File: src/rtl/fifo_param.sv
// Parametrised single-clock FIFO with occupancy count, programmable almost-full/empty
// flags, registered read data with a valid strobe, and sticky overflow/underflow flags.
module fifo_param #(
  parameter int DATA_W   = 8,
  parameter int DEPTH    = 16,
  parameter int AF_LEVEL = DEPTH - 2,
  parameter int AE_LEVEL = 2,
  localparam int CNT_W   = $clog2(DEPTH + 1)
) (
  input  logic              i_clk,
  input  logic              i_rst,
  input  logic              i_wr_en,
  input  logic [DATA_W-1:0] i_wr_data,
  input  logic              i_rd_en,
  input  logic              i_err_clr,
  output logic [DATA_W-1:0] o_rd_data,
  output logic              o_rd_valid,
  output logic              o_full,
  output logic              o_empty,
  output logic              o_almost_full,
  output logic              o_almost_empty,
  output logic [CNT_W-1:0]  o_count,
  output logic              o_overflow,
  output logic              o_underflow
);

  localparam int PTR_W = $clog2(DEPTH);
  localparam logic [PTR_W-1:0] LAST_PTR = PTR_W'(DEPTH - 1);
  localparam logic [CNT_W-1:0] DEPTH_C  = CNT_W'(DEPTH);
  localparam logic [CNT_W-1:0] AF_C     = CNT_W'(AF_LEVEL);
  localparam logic [CNT_W-1:0] AE_C     = CNT_W'(AE_LEVEL);

  logic [DATA_W-1:0] mem [DEPTH];
  logic [PTR_W-1:0]  wp;
  logic [PTR_W-1:0]  rp;
  logic [CNT_W-1:0]  count;
  logic              rd_ok;
  logic              wr_ok;

  // Explicit wrap so non-power-of-two depths index only valid entries.
  function automatic logic [PTR_W-1:0] next_ptr(input logic [PTR_W-1:0] p);
    return (p == LAST_PTR) ? '0 : p + 1'b1;
  endfunction

  // Accesses in a reset cycle are ignored; a read at full frees the slot a write needs.
  always_comb begin
    rd_ok = i_rd_en & ~i_rst & (count != '0);
    wr_ok = i_wr_en & ~i_rst & ((count != DEPTH_C) | rd_ok);
  end

  // NOTE: the storage array has no reset so it maps onto plain RAM; stale contents
  // are never observable because reads are gated by count.
  always_ff @(posedge i_clk) begin
    if (wr_ok) mem[wp] <= i_wr_data;
  end

  // NOTE: all sequential state uses non-blocking assignments so every register samples
  // pre-edge values, matching the accept rules computed above.
  always_ff @(posedge i_clk) begin
    if (i_rst) begin
      wp          <= '0;
      rp          <= '0;
      count       <= '0;
      o_rd_data   <= '0;
      o_rd_valid  <= 1'b0;
      o_overflow  <= 1'b0;
      o_underflow <= 1'b0;
    end else begin
      if (wr_ok) wp <= next_ptr(wp);
      if (rd_ok) begin
        rp        <= next_ptr(rp);
        o_rd_data <= mem[rp];
      end
      o_rd_valid <= rd_ok;

      case ({wr_ok, rd_ok})
        2'b10:   count <= count + 1'b1;
        2'b01:   count <= count - 1'b1;
        default: count <= count;
      endcase

      // A fresh error outranks a clear issued in the same cycle.
      if (i_wr_en & ~wr_ok)  o_overflow <= 1'b1;
      else if (i_err_clr)    o_overflow <= 1'b0;
      if (i_rd_en & ~rd_ok)  o_underflow <= 1'b1;
      else if (i_err_clr)    o_underflow <= 1'b0;
    end
  end

  assign o_count        = count;
  assign o_full         = (count == DEPTH_C);
  assign o_empty        = (count == '0);
  assign o_almost_full  = (count >= AF_C);
  assign o_almost_empty = (count <= AE_C);

endmodule

File: config.mk
export PLATFORM = sky130hd
export DESIGN_NAME = fifo_param
export DESIGN_NICKNAME = d
export VERILOG_FILES = /design/src/rtl/fifo_param.sv
export SDC_FILE = /design/constraint.sdc
export NUM_CORES = 1
export LEC_CHECK = 0
export ABC_CLOCK_PERIOD_IN_PS = 6000
export BUFFER_PORTS_ARGS = -buffer_cell sky130_fd_sc_hd__buf_2
export CAP_MARGIN = 10
export CORE_MARGIN = 2
export CORE_UTILIZATION = 50
export DETAILED_ROUTE_END_ITERATION = 6
export HOLD_SLACK_MARGIN = 0.03
export PLACE_DENSITY = 0.67
export SLEW_MARGIN = 0
export SYNTH_ARGS = -nofsm -noshare
export SYNTH_HDL_FRONTEND = slang
export SYNTH_SLANG_ARGS = --single-unit
File: constraint.sdc
create_clock -name i_clk -period 6 [get_ports i_clk]
set_clock_uncertainty 0.15 [all_clocks]
set_input_delay 0.3 -clock i_clk [delete_from_list [all_inputs] [get_ports i_clk]]
set_output_delay 0.3 -clock i_clk [all_outputs]
set_load 0.005 [all_outputs]
# Word-level counts from Yosys, hierarchy flattened
# Memory sizes are Yosys's and may differ from the RTL's. A register that Yosys moved wholly into a read port is not among the register bits.
# Index checks and enable logic that the tools add are counted.
[totals]
latch_bits = 0
regBits = 16
rom_bits = 0
mem_count = 1
input_bits = 13
mem_bits_rw = 128
[memory_table]
columns = ["memory", "words", "word_bits", "rd", "rd_clocked_by_memory_dff", "write_ports", "line_no", "source"]
rows = [
  ["mem", 16, 8, 1, 1, 1, "33", "logic [DATA_W-1:0] mem [DEPTH];"],
]
[op_classes]
n_shift = 0
n_bitwise = 10
n_mul = 0
reduce_logical = 5
div = 0
eq_ne = 6
magnitude_cmp = 2
muxes = 8
addsub = 4
[op_table]
columns = ["cell", "n"]
rows = [
  ["5-bit one-hot mux with 2 select lines", 1],
  ["4-bit by 1-bit adder with 4-bit output (second input constant)", 2],
  ["4-bit equality test (second input constant)", 2],
  ["4-bit 2-to-1 mux", 2],
  ["1-bit bitwise AND", 6],
  ["2-bit nonzero test", 3],
  ["5-bit by 1-bit adder with 5-bit output (second input constant)", 1],
  ["5-bit equality test (second input constant)", 1],
  ["5-bit by 4-bit greater-or-equal comparator with 1-bit output (second input constant)", 1],
  ["5-bit by 2-bit <= comparator with 1-bit output (second input constant)", 1],
  ["5-bit zero test", 1],
  ["1-bit 2-to-1 mux", 5],
  ["5-bit != test (second input constant)", 1],
  ["5-bit nonzero test", 1],
  ["5-bit by 1-bit subtractor with 5-bit output (second input constant)", 1],
  ["1-bit inverter", 3],
  ["2-bit by 1-bit equality test with 1-bit output (second input constant)", 1],
  ["2-bit equality test (second input constant)", 1],
  ["1-bit bitwise OR", 1],
]

# Logic depth before layout (Yosys ltp)
[logic_depth]
ltp_word = 8
depth_mapped = 10
mapped_depth_nobuf = 8

# Least setup slack after synthesis
# No wires, ideal clock.
[synth_timing]
kind = "reg-to-reg"
from = "register count[0], in the netlist o_count[0]"
to = "register count[4], in the netlist o_count[4]"
required_time_ns = 5.717
arrival_ns = 2.619
path_buffers = 2
setup_time_ns = 0.133
path_stages_with_launch = 11
path_slack_ns = 3.098
cell_sequence = "dfxtp_1 -> or4_1 -> buf_2 -> o21ai_4 -> buf_2 -> nor2_1 -> fa_1 -> a21o_1 -> a2111o_1 -> o211ai_1 -> a31oi_1"
[synth_via]
elab_chain_len = 6
elab_cells_between_ends = 11
classes_between = "add/sub: 2; eq/ne: 3; mux: 1; bitwise: 3; reduce/logical: 2"
[synth_rtl]
columns = ["element", "line_no", "source"]
rows = [
  ["start, declared", "36", "logic [CNT_W-1:0] count;"],
  ["start signal, assigned", "77", "2'b10: count <= count + 1'b1;"],
  ["start signal, assigned", "78", "2'b01: count <= count - 1'b1;"],
  ["start signal, assigned", "79", "default: count <= count;"],
  ["5-bit nonzero test", "47", "rd_ok = i_rd_en & ~i_rst & (count != '0);"],
  ["1-bit bitwise AND", "47", ""],
  ["1-bit bitwise OR", "48", "wr_ok = i_wr_en & ~i_rst & ((count != DEPTH_C) | rd_ok);"],
  ["1-bit bitwise AND", "48", ""],
  ["2-bit by 1-bit equality test with 1-bit output or 2-bit equality test (tied branches)", "76", "case ({wr_ok, rd_ok})"],
  ["5-bit one-hot mux with 2 select lines or 2-bit nonzero test (tied branches)", "-", ""],
]
# Parallel ways exist; a longest one is shown, timed or not.
# A chain may end at the register's enable or synchronous reset.

# Worst setup path after layout
# Same ends and word-level chain as after synthesis.

==> run metrics <==
Power per Cell Area=350 nW/um2; Yosys top cell by area=sky130_fd_sc_hd__edfxtp_1; number of DRC violations after detailed routing=0; total number of H-tree levels=4; Placement Rows=40; slowest cell on the critical path=sky130_fd_sc_hd__or4_1; summed negative setup slack over all endpoints=0 ns; largest fanout of any net on the critical path=22; Pwr Total=0.00252 W; overall die area=13500 um2; Mapped Avg Cell Area=17.4 um2; clk slew on worst S/H paths=0.06 ns; end-of-flow core utilization=59.1%; Yosys warnings=0; most frequently used flop master after synthesis=sky130_fd_sc_hd__edfxtp_1; number of synthesized flops with an enable pin=128; global router's overall resource usage=19.6%; upper clock frequency limit=305 MHz; register bit count reported by yosys=152; worst vdd ir=0.000140 V; path type of the worst setup path=reg -> reg; number of antenna violations at the first check in global routing=0; cell family with the largest share of critical-path delay=compound AO/OA/AOI/OAI gates; residual overflow from global routing=0; via total after detailed routing=3248; number of resized instances in the post-cts repair step=0; DRT antenna net count=0; post-synth cell types=43; layout cell share with drive strength beyond 1=26.7%; synthesized area=6290 um2; Initial Utilization=51.7%; result of the run=complete, no violations; Clock Tree Buf Depth=2; number of buffer and inverter stages on the critical path=0; number of failing setup endpoints in the final timing report=0; routed wire length per instance=20.8 um; max cap viols=0; worst-path cell chain=or4_1 > o21ai_4 > nor2_1 > fa_1 > a21o_1 > a21oi_1 > mux2i_1 > a31oi_1; core area=12200 um2; most area-consuming cells after synthesis=sky130_fd_sc_hd__edfxtp_1 (61%), sky130_fd_sc_hd__mux4_2 (11%), sky130_fd_sc_hd__dfxtp_1 (7.6%), sky130_fd_sc_hd__mux2i_1 (2.9%), sky130_fd_sc_hd__and2_1 (1.8%); number of fillers in the final layout=912; Post-Synthesis Net Count=383; setup repair after global routing missed its margin=false; share of flip-flops with an asynchronous set or reset after synthesis=0%; slowest cell delay on critical path=0.69 ns; number of max-slew violations in the final report=0; most frequent cells after synthesis=sky130_fd_sc_hd__edfxtp_1 (128), sky130_fd_sc_hd__mux4_2 (32), sky130_fd_sc_hd__dfxtp_1 (24), sky130_fd_sc_hd__and2_1 (18), sky130_fd_sc_hd__mux2i_1 (18); worst slew pin tran=1.02 ns; number of nets in the finished design=417; synthesis-to-finish area growth=14.4%; cell with the most instances after synthesis=sky130_fd_sc_hd__edfxtp_1; critical path data required time=6.14 ns; count of routing violations after the opening detailed-route iteration=229; fin crit period=3.28 ns; Worst Hold Slack=0.0758 ns; Hold Crit Class=in -> reg; maximum number of pins on one net before global-route repair=31; count of hold-fix buffers inserted at cts=1; hold violation count in the final report=0; share of Yosys cell area claimed by the top area cell type=61.1%; Total Routed Length=12000 um; die width=116 um; count of mapped cells out of synthesis=361; ratio of routed vias to standard cells=5.64; type of element launching the critical path=flip-flop; total clock buffers created by CTS=17; first-pass GRT wire length=18600 um; capturing element type of the critical path=flip-flop; Chip Height=116 um; fraction of the yosys area taken by sequential cells=68.8%; clk sinks=152; final cycle utilization of the critical path=54.6%; data arrival at the endpoint of the critical path=3.41 ns; clock root buffer=sky130_fd_sc_hd__clkbuf_16; post-CTS setup buffer count=0; number of top-level pins=33; insertion delay to the later sink of the worst-skew pair=0.42 ns; number of antenna diodes=0; routability cong.=0.742; HPWL after DPL=7280 um; number of global-route vias before repair=3340; leakage component of the power=2.38 nW; CTS tree=built; count of input and output buffers=32; Pre-antenna DRT Iters=5; worst relative slew slack=32.0%
[power breakdown]
part / total [W] / internal [W] / switching [W]
Combinational: 0.000197 / 0.0000970 / 0.000100
Clock: 0.00110 / 0.000693 / 0.000409
Sequential: 0.00122 / 0.00117 / 0.0000460
Total: 0.00252 / 0.00196 / 0.000555
[placed cells by master, fill, tap and decap left out, types with 2 or more instances in the layout]
| master | synthesis | final |
|---|---|---|
| sky130_fd_sc_hd__a21oi_1 | 12 | 12 |
| sky130_fd_sc_hd__clkbuf_16 | 0 | 17 |
| sky130_fd_sc_hd__clkinv_1 | 0 | 2 |
| sky130_fd_sc_hd__or3b_2 | 2 | 2 |
| sky130_fd_sc_hd__nor2_1 | 12 | 12 |
| sky130_fd_sc_hd__mux2_2 | 9 | 9 |
| sky130_fd_sc_hd__inv_1 | 5 | 5 |
| sky130_fd_sc_hd__clkbuf_1 | 5 | 2 |
| sky130_fd_sc_hd__a21o_1 | 3 | 3 |
| sky130_fd_sc_hd__nand3_1 | 2 | 2 |
| sky130_fd_sc_hd__clkinv_2 | 0 | 2 |
| sky130_fd_sc_hd__ha_1 | 8 | 8 |
| sky130_fd_sc_hd__nor2b_1 | 4 | 4 |
| sky130_fd_sc_hd__xor2_1 | 3 | 3 |
| sky130_fd_sc_hd__and2_1 | 18 | 18 |
| sky130_fd_sc_hd__buf_2 | 9 | 32 |
| sky130_fd_sc_hd__dfxtp_2 | 0 | 2 |
| sky130_fd_sc_hd__dfxtp_1 | 24 | 22 |
| sky130_fd_sc_hd__nor3_1 | 6 | 6 |
| sky130_fd_sc_hd__o211ai_1 | 3 | 3 |
| sky130_fd_sc_hd__edfxtp_1 | 128 | 128 |
| sky130_fd_sc_hd__bufinv_16 | 0 | 4 |
| sky130_fd_sc_hd__nand2_1 | 8 | 8 |
| sky130_fd_sc_hd__o21ai_0 | 11 | 11 |
| sky130_fd_sc_hd__mux2i_1 | 18 | 18 |
| sky130_fd_sc_hd__nand3b_1 | 10 | 10 |
| sky130_fd_sc_hd__a31oi_1 | 2 | 2 |
| sky130_fd_sc_hd__nand2b_1 | 3 | 3 |
| sky130_fd_sc_hd__nor4_1 | 2 | 2 |
| sky130_fd_sc_hd__mux4_2 | 32 | 32 |
| sky130_fd_sc_hd__or4_1 | 2 | 2 |
| sky130_fd_sc_hd__clkinvlp_4 | 0 | 3 |
[layer usage]
layer	up-vias	global-route usage, %	part of all wire, %
li1	1500	-	-
met1	1648	25.2	45
met2	82	32.6	50
met3	18	3.79	3.2
met4	0	9.05	1.5
met5	-	0	0
[path summary, 6_finish.rpt]
kind | depth (start not counted) | from | end | slack (ns)
setup / recovery | 8 | o_count[0] | o_count[4] | 2.72
hold / removal | 3 | i_rd_en | o_underflow | 0.08
setup reg to reg | 8 | o_count[0] | o_count[4] | 2.72
hold reg to reg | 2 | o_overflow | o_overflow | 0.32
[per-stage QoR]
step	instance area, um2	setup WS [ns]	cells
final	7190	2.72	576
after CTS	7190	2.72	576
after floorplan	6290	3.10	361
after detailed placement	6570	2.73	543
after global placement	6570	2.80	543
after global routing	7190	2.47	576
[tightest hold or removal path, cell delays in order]
cell and delay, ns:
sky130_fd_sc_hd__buf_2 0.14, sky130_fd_sc_hd__a21oi_1 0.08, sky130_fd_sc_hd__nor2_1 0.08
[flip-flops by register name, summed over array words and instances (netlist names)]
register / flops
o_count: 5
mem: 128
o_rd_valid: 1
o_rd_data: 8
rp: 4
o_underflow: 1
wp: 4
o_overflow: 1
[cell type report]
class / count / area (um2) / share of cell area (%)
clock buffers: 19 / 433 / 6.02
clock inverters: 13 / 178 / 2.47
inverters: 5 / 18.8 / 0.261
multi-input cells: 185 / 1850 / 25.7
flip-flops and latches: 152 / 4330 / 60.2
well taps: 168 / 210 / 2.92
repair buffers: 34 / 178 / 2.47
[logic make-up after synthesis]
logic type	count (synthesis)	share of synthesized area (%)
DFF	152	68.8
buffers and inverters	24	1.85
muxes	60	16.1
xor gates and xnor gates	4	0.557
AOI/OAI and AO/OA	41	4.32
adders and majority gates	9	1.91
and+or+nand+nor	71	6.49
(Power assumes the default switching activity.)
